--- config.mk ---
export PLATFORM = sky130hd
export DESIGN_NAME = trng_gf16_column_mixer
export DESIGN_NICKNAME = d
export VERILOG_FILES = /design/src/rtl/trng_gf16_column_mixer_pkg.sv /design/src/rtl/trng_bit_collector.sv /design/src/rtl/trng_gf16_column_mixer.sv
export SDC_FILE = /design/constraint.sdc
export NUM_CORES = 1
export LEC_CHECK = 0
export BUFFER_PORTS_ARGS = -buffer_cell sky130_fd_sc_hd__buf_2
export CORE_UTILIZATION = 40
export CTS_CLUSTER_DIAMETER = 100
export DETAILED_ROUTE_END_ITERATION = 7
export HOLD_SLACK_MARGIN = 0.08
export SYNTH_ARGS = -nofsm -noshare
export SYNTH_HDL_FRONTEND = slang
export SYNTH_SLANG_ARGS = --single-unit
--- constraint.sdc ---
create_clock -name CLK -period 3.35 [get_ports CLK]
set_input_delay 0.67 -clock CLK [delete_from_list [all_inputs] [get_ports CLK]]
set_output_delay 0.67 -clock CLK [all_outputs]
set_load 0.05 [all_outputs]
--- src/rtl/trng_gf16_column_mixer_pkg.sv ---
// GF(2^4) arithmetic (poly x^4+x+1), circulant mixing coefficients and mixer FSM encoding
// shared by the TRNG column mixer and its bit collector.
package trng_gf16_column_mixer_pkg;

   localparam logic [3:0] GF16_POLY = 4'h3;

   // Circulant row: out_i = C0*a_i ^ C1*a_(i+1) ^ C2*a_(i+2) ^ C3*a_(i+3)
   localparam logic [3:0] MIX_C0 = 4'h5;
   localparam logic [3:0] MIX_C1 = 4'h2;
   localparam logic [3:0] MIX_C2 = 4'h1;
   localparam logic [3:0] MIX_C3 = 4'h1;

   typedef enum logic [1:0] {
      ST_IDLE = 2'd0,
      ST_MIX  = 2'd1,
      ST_HOLD = 2'd2
   } mix_state_e;

   function automatic logic [3:0] gf16_mul2(input logic [3:0] d);
      return {d[2:0], 1'b0} ^ (d[3] ? GF16_POLY : 4'h0);
   endfunction

   function automatic logic [3:0] gf16_mul5(input logic [3:0] d);
      return gf16_mul2(gf16_mul2(d)) ^ d;
   endfunction

   // Only the coefficients present in the circulant row are supported.
   function automatic logic [3:0] gf16_mul_coef(input logic [3:0] d, input logic [3:0] c);
      logic [3:0] r;
      case (c)
         4'h1:    r = d;
         4'h2:    r = gf16_mul2(d);
         4'h5:    r = gf16_mul5(d);
         default: r = 4'h0;
      endcase
      return r;
   endfunction

   // Nibble k of a column; a0 sits in the top nibble.
   function automatic logic [3:0] col_nibble(input logic [15:0] col, input logic [1:0] k);
      logic [3:0] n;
      case (k)
         2'd0:    n = col[15:12];
         2'd1:    n = col[11:8];
         2'd2:    n = col[7:4];
         default: n = col[3:0];
      endcase
      return n;
   endfunction

   function automatic logic [3:0] mix_nibble(input logic [15:0] col, input logic [1:0] i);
      logic [1:0] i1;
      logic [1:0] i2;
      logic [1:0] i3;
      i1 = i + 2'd1;
      i2 = i + 2'd2;
      i3 = i + 2'd3;
      return gf16_mul_coef(col_nibble(col, i),  MIX_C0)
           ^ gf16_mul_coef(col_nibble(col, i1), MIX_C1)
           ^ gf16_mul_coef(col_nibble(col, i2), MIX_C2)
           ^ gf16_mul_coef(col_nibble(col, i3), MIX_C3);
   endfunction

endpackage

--- src/rtl/trng_bit_collector.sv ---
// Packs raw TRNG bits MSB-first into a 16-bit column, holds it until taken, and counts
// bits dropped while full (saturating). A bit arriving on the take edge starts the next column.
module trng_bit_collector
   import trng_gf16_column_mixer_pkg::*;
#(
   parameter int DROP_CNT_W = 8
) (
   input  logic                  clk,
   input  logic                  rst,
   input  logic                  raw_bit,
   input  logic                  raw_valid,
   input  logic                  take,
   output logic [15:0]           column,
   output logic                  full,
   output logic [DROP_CNT_W-1:0] drop_cnt
);

   logic [15:0]           shift_q;
   logic [3:0]            cnt_q;
   logic                  full_q;
   logic [DROP_CNT_W-1:0] drop_q;
   logic                  accept;
   logic                  drop;

   assign accept = raw_valid && (!full_q || take);
   assign drop   = raw_valid && full_q && !take;

   always_ff @(posedge clk or posedge rst) begin
      if (rst) begin
         shift_q <= 16'h0000;
         cnt_q   <= 4'd0;
         full_q  <= 1'b0;
         drop_q  <= '0;
      end else begin
         // Shifting in at the LSB leaves the first of 16 bits at [15].
         if (accept) begin
            shift_q <= {shift_q[14:0], raw_bit};
         end
         if (take) begin
            full_q <= 1'b0;
            cnt_q  <= accept ? 4'd1 : 4'd0;
         end else if (accept) begin
            cnt_q <= cnt_q + 4'd1;
            if (cnt_q == 4'hF) begin
               full_q <= 1'b1;
            end
         end
         if (drop && (drop_q != '1)) begin
            drop_q <= drop_q + 1'b1;
         end
      end
   end

   assign column   = shift_q;
   assign full     = full_q;
   assign drop_cnt = drop_q;

endmodule

--- src/rtl/trng_gf16_column_mixer.sv ---
// TRNG column mixer: collects 16 raw bits, applies a circulant GF(2^4) matrix one nibble per
// cycle (5 cycles from the 16th bit to OUT_VALID), holds the result until OUT_READY; raw bits
// arriving while a column is pending are dropped. TRNG_GF16_MIXER_CHAIN_EN xors in the last output.
module trng_gf16_column_mixer
   import trng_gf16_column_mixer_pkg::*;
#(
   parameter int DROP_CNT_W = 8
) (
   input  logic                  CLK,
   input  logic                  RST,
   input  logic                  RAW_BIT,
   input  logic                  RAW_VALID,
   output logic [15:0]           OUT_DATA,
   output logic                  OUT_VALID,
   input  logic                  OUT_READY,
   output logic                  BUSY,
   output logic [DROP_CNT_W-1:0] DROP_CNT
);

   mix_state_e  state_q;
   mix_state_e  state_d;
   logic [1:0]  idx_q;
   logic [15:0] mix_in_q;
   logic [15:0] out_data_q;
   logic        out_valid_q;
   logic [15:0] col;
   logic        col_full;
   logic [15:0] mix_src;
   logic [3:0]  mixed;
   logic        xfer;
   logic        mix_en;
   logic        hs;

   trng_bit_collector #(
      .DROP_CNT_W (DROP_CNT_W)
   ) u_collector (
      .clk       (CLK),
      .rst       (RST),
      .raw_bit   (RAW_BIT),
      .raw_valid (RAW_VALID),
      .take      (xfer),
      .column    (col),
      .full      (col_full),
      .drop_cnt  (DROP_CNT)
   );

`ifdef TRNG_GF16_MIXER_CHAIN_EN
   logic [15:0] chain_q;

   always_ff @(posedge CLK or posedge RST) begin
      if (RST) begin
         chain_q <= 16'h0000;
      end else if (hs) begin
         chain_q <= out_data_q;
      end
   end

   assign mix_src = col ^ chain_q;
`else
   assign mix_src = col;
`endif

   always_ff @(posedge CLK or posedge RST) begin
      if (RST) begin
         state_q <= ST_IDLE;
      end else begin
         state_q <= state_d;
      end
   end

   // HOLD only returns to IDLE, so a pending column waits one bubble cycle after a handshake.
   always_comb begin
      state_d = state_q;
      xfer    = 1'b0;
      mix_en  = 1'b0;
      hs      = 1'b0;
      case (state_q)
         ST_IDLE: begin
            if (col_full) begin
               xfer    = 1'b1;
               state_d = ST_MIX;
            end
         end
         ST_MIX: begin
            mix_en = 1'b1;
            if (idx_q == 2'd3) begin
               state_d = ST_HOLD;
            end
         end
         ST_HOLD: begin
            if (out_valid_q && OUT_READY) begin
               hs      = 1'b1;
               state_d = ST_IDLE;
            end
         end
         default: state_d = ST_IDLE;
      endcase
   end

   assign mixed = mix_nibble(mix_in_q, idx_q);

   always_ff @(posedge CLK or posedge RST) begin
      if (RST) begin
         idx_q       <= 2'd0;
         mix_in_q    <= 16'h0000;
         out_data_q  <= 16'h0000;
         out_valid_q <= 1'b0;
      end else begin
         if (xfer) begin
            mix_in_q <= mix_src;
            idx_q    <= 2'd0;
         end
         if (mix_en) begin
            case (idx_q)
               2'd0:    out_data_q[15:12] <= mixed;
               2'd1:    out_data_q[11:8]  <= mixed;
               2'd2:    out_data_q[7:4]   <= mixed;
               default: out_data_q[3:0]   <= mixed;
            endcase
            idx_q <= idx_q + 2'd1;
            if (idx_q == 2'd3) begin
               out_valid_q <= 1'b1;
            end
         end
         if (hs) begin
            out_valid_q <= 1'b0;
         end
      end
   end

   assign OUT_DATA  = out_data_q;
   assign OUT_VALID = out_valid_q;
   assign BUSY      = (state_q != ST_IDLE);

endmodule

Word-level counts from Yosys, hierarchy flattened
Cells that the tools add are included.
{"block": "totals", "ff_bits": 66, "latchBits": 0, "mem_bits_rw": 0, "rom_bits": 0, "input_bits": 5, "output_inout_bits": 26, "word_cells": 95, "mem_count": 0}
{"block": "classes", "n_addsub": 5, "multipliers": 0, "div": 0, "order_cmp": 0, "n_eq_ne": 16, "n_shift": 0, "n_mux": 27, "n_bitwise": 8, "n_reduce_logical": 27}
{"cell": "4-bit case mux with 3 select lines", "count": 4}
{"cell": "2-bit two-way mux", "count": 8}
{"cell": "4-bit XOR", "count": 4}
{"cell": "2-bit equality test, second input constant", "count": 6}
{"cell": "1-bit two-way mux", "count": 12}
{"cell": "2-bit AND reduction", "count": 6}
{"cell": "2-bit nonzero test", "count": 6}
{"cell": "4-bit by 2-bit XOR with 4-bit output", "count": 3}
{"cell": "2-bit by 1-bit equality test with 1-bit output, second input constant", "count": 5}
{"cell": "2-bit zero test", "count": 5}
{"cell": "8-bit by 1-bit adder with 8-bit output, second input constant", "count": 1}
{"cell": "4-bit two-way mux", "count": 2}
{"cell": "8-bit != test, second input constant", "count": 1}
{"cell": "2-bit case mux with 3 select lines", "count": 1}
{"cell": "1-bit logical AND", "count": 5}
{"cell": "2-bit adder, second input constant", "count": 2}
{"cell": "4-bit by 1-bit adder with 4-bit output, second input constant", "count": 1}
{"cell": "4-bit equality test, second input constant", "count": 1}
{"cell": "2-bit != test, second input constant", "count": 2}
{"cell": "3-bit AND reduction", "count": 1}
{"cell": "3-bit OR reduction", "count": 1}
{"cell": "2-bit by 1-bit adder with 2-bit output, second input constant", "count": 1}
{"cell": "1-bit zero test", "count": 2}
{"cell": "2-bit by 1-bit != test with 1-bit output, second input constant", "count": 1}
{"cell": "other kinds (2)", "count": 2}

Logic depth before layout (Yosys ltp)
{"block": "depth", "depth_word": 10, "ltp_mapped": 9, "depth_no_buf": 8}

Cells and area by module
A second synthesis with hierarchy kept.
{"block": "unflattened", "hier_cells": 289, "hier_area_um2": 3309.4}
{"module": "trng_gf16_column_mixer", "instances": 1, "cells_per_inst": 198, "area_each_um2": 2080.7, "seq_area_each_um2": 925.9}
{"module": "trng_bit_collector", "instances": 1, "cells_per_inst": 91, "area_each_um2": 1228.7, "seq_area_each_um2": 725.7}

Worst setup path after synthesis
Ideal clock, no wire load.
{"block": "synth_timing", "path_kind": "register -> register", "start": "register idx_q[0]", "end": "register out_data_q[0], in the netlist OUT_DATA[0]", "setup_time_ps": 127, "t_arrival_ps": 1900, "t_required_ps": 3223, "setup_slack_ps": 1323, "path_stages_with_launch": 9, "path_buffers": 1, "period_less_slack_ps": 2027, "path_cell_list": "dfrtp_1 > inv_1 > ha_1 > buf_6 > a222oi_1 > xor2_1 > a21oi_2 > xnor2_2 > o21ai_1"}
{"block": "synth_via", "elab_chain_cells": 9, "elab_cells_between_ends": 31, "cone_classes": "3 x add/sub; 8 x eq/ne; 6 x mux; 8 x bitwise; 6 x reduce/logical"}
{"item": "start: declaration", "line": "trng_gf16_column_mixer.sv:22", "text": "logic [1:0] idx_q;"}
{"item": "start signal: assignment", "line": "trng_gf16_column_mixer.sv:120", "text": "idx_q <= idx_q + 2'd1;"}
{"item": "parallel branches: the longest is 9 deep, another holds 2-bit by 1-bit adder with 2-bit output"}
{"item": "end signal: assignment", "line": "trng_gf16_column_mixer.sv:118", "text": "default: out_data_q[3:0] <= mixed;"}
{"item": "end: declaration", "line": "trng_gf16_column_mixer.sv:24", "text": "logic [15:0] out_data_q;"}
Several ways; the timed one is not identified.
A chain may end at the register's enable or synchronous reset.

Worst setup path in the final report
{"block": "layout_timing", "start": "register idx_q[0]", "end": "register out_data_q[15], in the netlist OUT_DATA[15]"}
{"block": "layout_via", "elab_chain_cells": 8, "elab_cells_between_ends": 27, "cone_classes": "3 x add/sub; 8 x eq/ne; 4 x mux; 7 x bitwise; 5 x reduce/logical"}
{"item": "parallel branches: the longest is 8 deep, another holds 2-bit by 1-bit adder with 2-bit output"}
{"item": "end signal: assignment", "line": "trng_gf16_column_mixer.sv:115", "text": "2'd0: out_data_q[15:12] <= mixed;"}
Several ways; the timed one is not identified.

==> out/qor.txt <==
CTS
------------------------------------------------------------------------------------------
Setup Buffers After CTS                                                                  0
Post-CTS Resized                                                                         0
Clock tree from TritonCTS                                                             done
Num CTS Buffers                                                                          9
Max H-tree Level                                                                         3
Total of hold buffers inserted after clock tree synthesis                                0
Clock edge transition at the registers on the reported setup and hold paths          70 ps
# clock sinks                                                                           66
Skew-Pair Late Insertion Delay                                                      350 ps
Clock root buffer master                                                          clkbuf_8
Number of buffers on the longest clock path                                              2

GLOBAL ROUTE
------------------------------------------------------------------------------------------
GRT Residual Overflow                                                                    0
Pin count of the biggest net entering global routing                                    67
Overall fraction of global-route tracks in use                                       16.8%
Vias in the first global route                                                        2161
Initial antenna violation count                                                          0
Global-route wire length before repair                                            10800 um

SYNTHESIS
------------------------------------------------------------------------------------------
Synth unique cells                                                                      33
Biggest area consumer among synthesized cells                                      dfrtp_1
Synth cell count leaders                                                      dfrtp_1, mux2_2, nand2_1
Netlist area before placement                                                     3220 um2
Cell count after synthesis                                                             281
Most common cell in the synthesized netlist                                        dfrtp_1
EDFF count, synth                                                                        0
Dominant synthesized flop cell                                                     dfrtp_1
Synth area leaders                                                            dfrtp_1, mux2_2, xnor2_1, ha_1, nand2_1
Register bit total from synthesis                                                       66
Mean area per synthesized cell                                                    11.4 um2
Synth top area share                                                                 51.4%
Post-synthesis sequential area ratio                                                 51.4%
Nets in the synthesized netlist                                                        296
Synth Warn #                                                                             0
Post-synth ARST share                                                                 100%

POWER AND IR DROP
------------------------------------------------------------------------------------------
Ratio of total power to cell area                                               521 nW/um2
Portion of total power attributed to the clock network                               38.9%
Comb pwr share                                                                       14.5%
Final Total Pwr                                                                    1.91 mW
Cell internal power dissipation                                                    1.35 mW
Fraction of power spent switching nets                                               29.6%
Leakage                                                                            1.74 nW
Switching power total                                                             0.566 mW
Peak supply drop                                                                0.000188 V
Part of the power in registers                                                       46.6%

TIMING
------------------------------------------------------------------------------------------
Measured slew at the worst slew-check pin                                           927 ps
Unrepaired setup endpoints after global routing                                         no
Share of the cycle needed by the critical path after routing                         72.6%
Fmax                                                                               411 MHz
Number of endpoints with negative hold slack in the final report                         0
Period minus WS final                                                              2430 ps
Finish-stage setup viols                                                                 0
Relative slew slack                                                                  38.2%
Setup slack after layout                                                            918 ps
Clock Skews                                                                        5.14 ps
Max Transition Viols Final                                                               0
Final sum of negative setup slack                                                     0 ps

DIE
------------------------------------------------------------------------------------------
Number of top-level pins                                                                31
Die X-Extent                                                                       91.7 um
Core Footprint                                                                    7770 um2
Die height                                                                         91.7 um
Cell row count                                                                          32
Initial standard-cell utilization of the core                                        41.4%
Total Die Area                                                                    8400 um2

LAYOUT
------------------------------------------------------------------------------------------
Area growth syn-to-layout                                                            14.1%
Antenna fix cells                                                                        0
Post-route design area                                                            3670 um2
Final instance count without filler cells                                              423
Number of nets at the end of the flow                                                  331
Share of post-route cells with drive strength above 1                                27.4%
Fill count                                                                             734

STATUS
------------------------------------------------------------------------------------------
Result of the run                                                             finished, final reports clean

ROUTE
------------------------------------------------------------------------------------------
Initial DRC count                                                                      203
Overall routed net length                                                          6260 um
Remaining antenna violation count                                                        0
Routed length per placed instance                                                  14.8 um
Detailed-router iteration count before antenna repair                                    5
Remaining design rule violation count                                                    0
DR vias/cell                                                                          5.25
Routed vias                                                                           2222

PLACEMENT
------------------------------------------------------------------------------------------
Placed cell count                                                                      407
GP Congestion                                                                        0.880
Port Buffers                                                                            30
Setup Slack @ Placement                                                             924 ps
Detailed-placement wirelength estimate                                             4300 um
Placed Area                                                                       3450 um2

MIN PATH
------------------------------------------------------------------------------------------
Worst Hold Class                                                                reg -> reg

FLOW RUN
------------------------------------------------------------------------------------------
Max_cap viols                                                                            0

CRITICAL PATH
------------------------------------------------------------------------------------------
Signal arrival time at the worst endpoint                                          2650 ps
Type of the setup path with the least slack                                     reg -> reg
Required arrival time at the worst endpoint                                        3570 ps
Critical path endpoint category                                                   register
Maximum fanout encountered on the critical timing path                                  13
Worst setup SP type                                                               register

[layout by cell type (no fill, tap or decap), drive strengths merged, types with 2 or more instances in the layout]
master	synthesis	layout
dfrtp	66	66
mux2	33	33
nand2	32	32
buf	5	31
o21ai	21	21
a21oi	20	20
xnor2	19	19
a22oi	14	14
nor2	11	11
clkbuf	2	11
ha	10	10
inv	9	9
xor2	8	8
nor2b	6	6
nand4	5	5
a222oi	4	4
a22o	4	4
a2bb2oi	3	3
mux2i	2	2
clkinv	0	2
bufinv	0	2
[flip-flops by register name (all words and copies together), names as in the netlist]
signal	count
OUT_DATA	16
u_collector.drop_cnt	8
u_collector.column	16
mix_in_q	16
OUT_VALID	1
u_collector.cnt_q	4
u_collector.full	1
state_q	2
idx_q	2
[metrics by stage]
step,hold slack [ps],utilization (%)
CTS,486,47.2
floorplan,462,-
finish,478,47.2
global placement,464,44.4
detailed placement,470,44.4
global route,505,47.2
[power groups by stage]
stage	clock [mW]	combinational, mW	sequential (mW)
global route	0.805	0.297	0.900
CTS	0.769	0.281	0.892
finish	0.744	0.276	0.892
global placement	0	0.275	0.906
floorplan	0	0.0737	1.04
detailed placement	0	0.280	0.907
[cells by family (layout without fill, tap and decap cells)]
| group | count (synthesis) | count (layout) | share of synthesized area, % |
|---|---|---|---|
| AO/OA/AOI/OAI | 69 | 69 | 13.9 |
| flip-flops | 66 | 66 | 51.4 |
| AND/OR/NAND/NOR | 58 | 58 | 8.02 |
| multiplexers | 35 | 35 | 12.2 |
| XOR/XNOR | 27 | 27 | 8.05 |
| buffers and inverters | 16 | 56 | 2.61 |
| adder cells (fa/ha/maj) | 10 | 10 | 3.89 |
[area by class of cell]
class / count / area [um2] / area share [%]
clock buffers: 11 / 141 / 3.85
clock inverters: 5 / 77.6 / 2.11
inverters: 9 / 33.8 / 0.921
multi-input cells: 199 / 1480 / 40.3
flip-flops and latches: 66 / 1650 / 45.0
well taps: 102 / 128 / 3.48
repair buffers: 31 / 158 / 4.30
[final timing paths]
| check | from | slack, ps | endpoint | cells after the start |
|---|---|---|---|---|
| worst max-delay path | idx_q[0] | 920 | OUT_DATA[15] | 8 |
| worst min-delay path | OUT_DATA[7] | 480 | OUT_DATA[7] | 2 |
| worst max register to register | idx_q[0] | 920 | OUT_DATA[15] | 8 |
| worst min register to register | OUT_DATA[7] | 480 | OUT_DATA[7] | 2 |
| max in group asynchronous | RST | 2260 | mix_in_q[6] | 3 |
| min in group asynchronous | RST | 560 | u_collector.drop_cnt[3] | 3 |
[critical path, cell delays in order (launching register included)]
cell and delay, ps:
dfrtp_1 440, inv_1 170, ha_1 440, a22oi_1 160, a21oi_1 190, xor2_1 230
xnor2_1 110, xnor2_1 400, o21ai_1 140
[metal layers]
metal / GRT usage (%) / up-vias / part of all wire (%)
met2: 24.9 / 70 / 45
li1: - / 1069 / -
met3: 4.81 / 19 / 5.0
met4: 9.13 / 0 / 2.8
met5: 0 / - / 0
met1: 22.0 / 1064 / 47
Note: power is estimated with default switching activity, not from simulation.
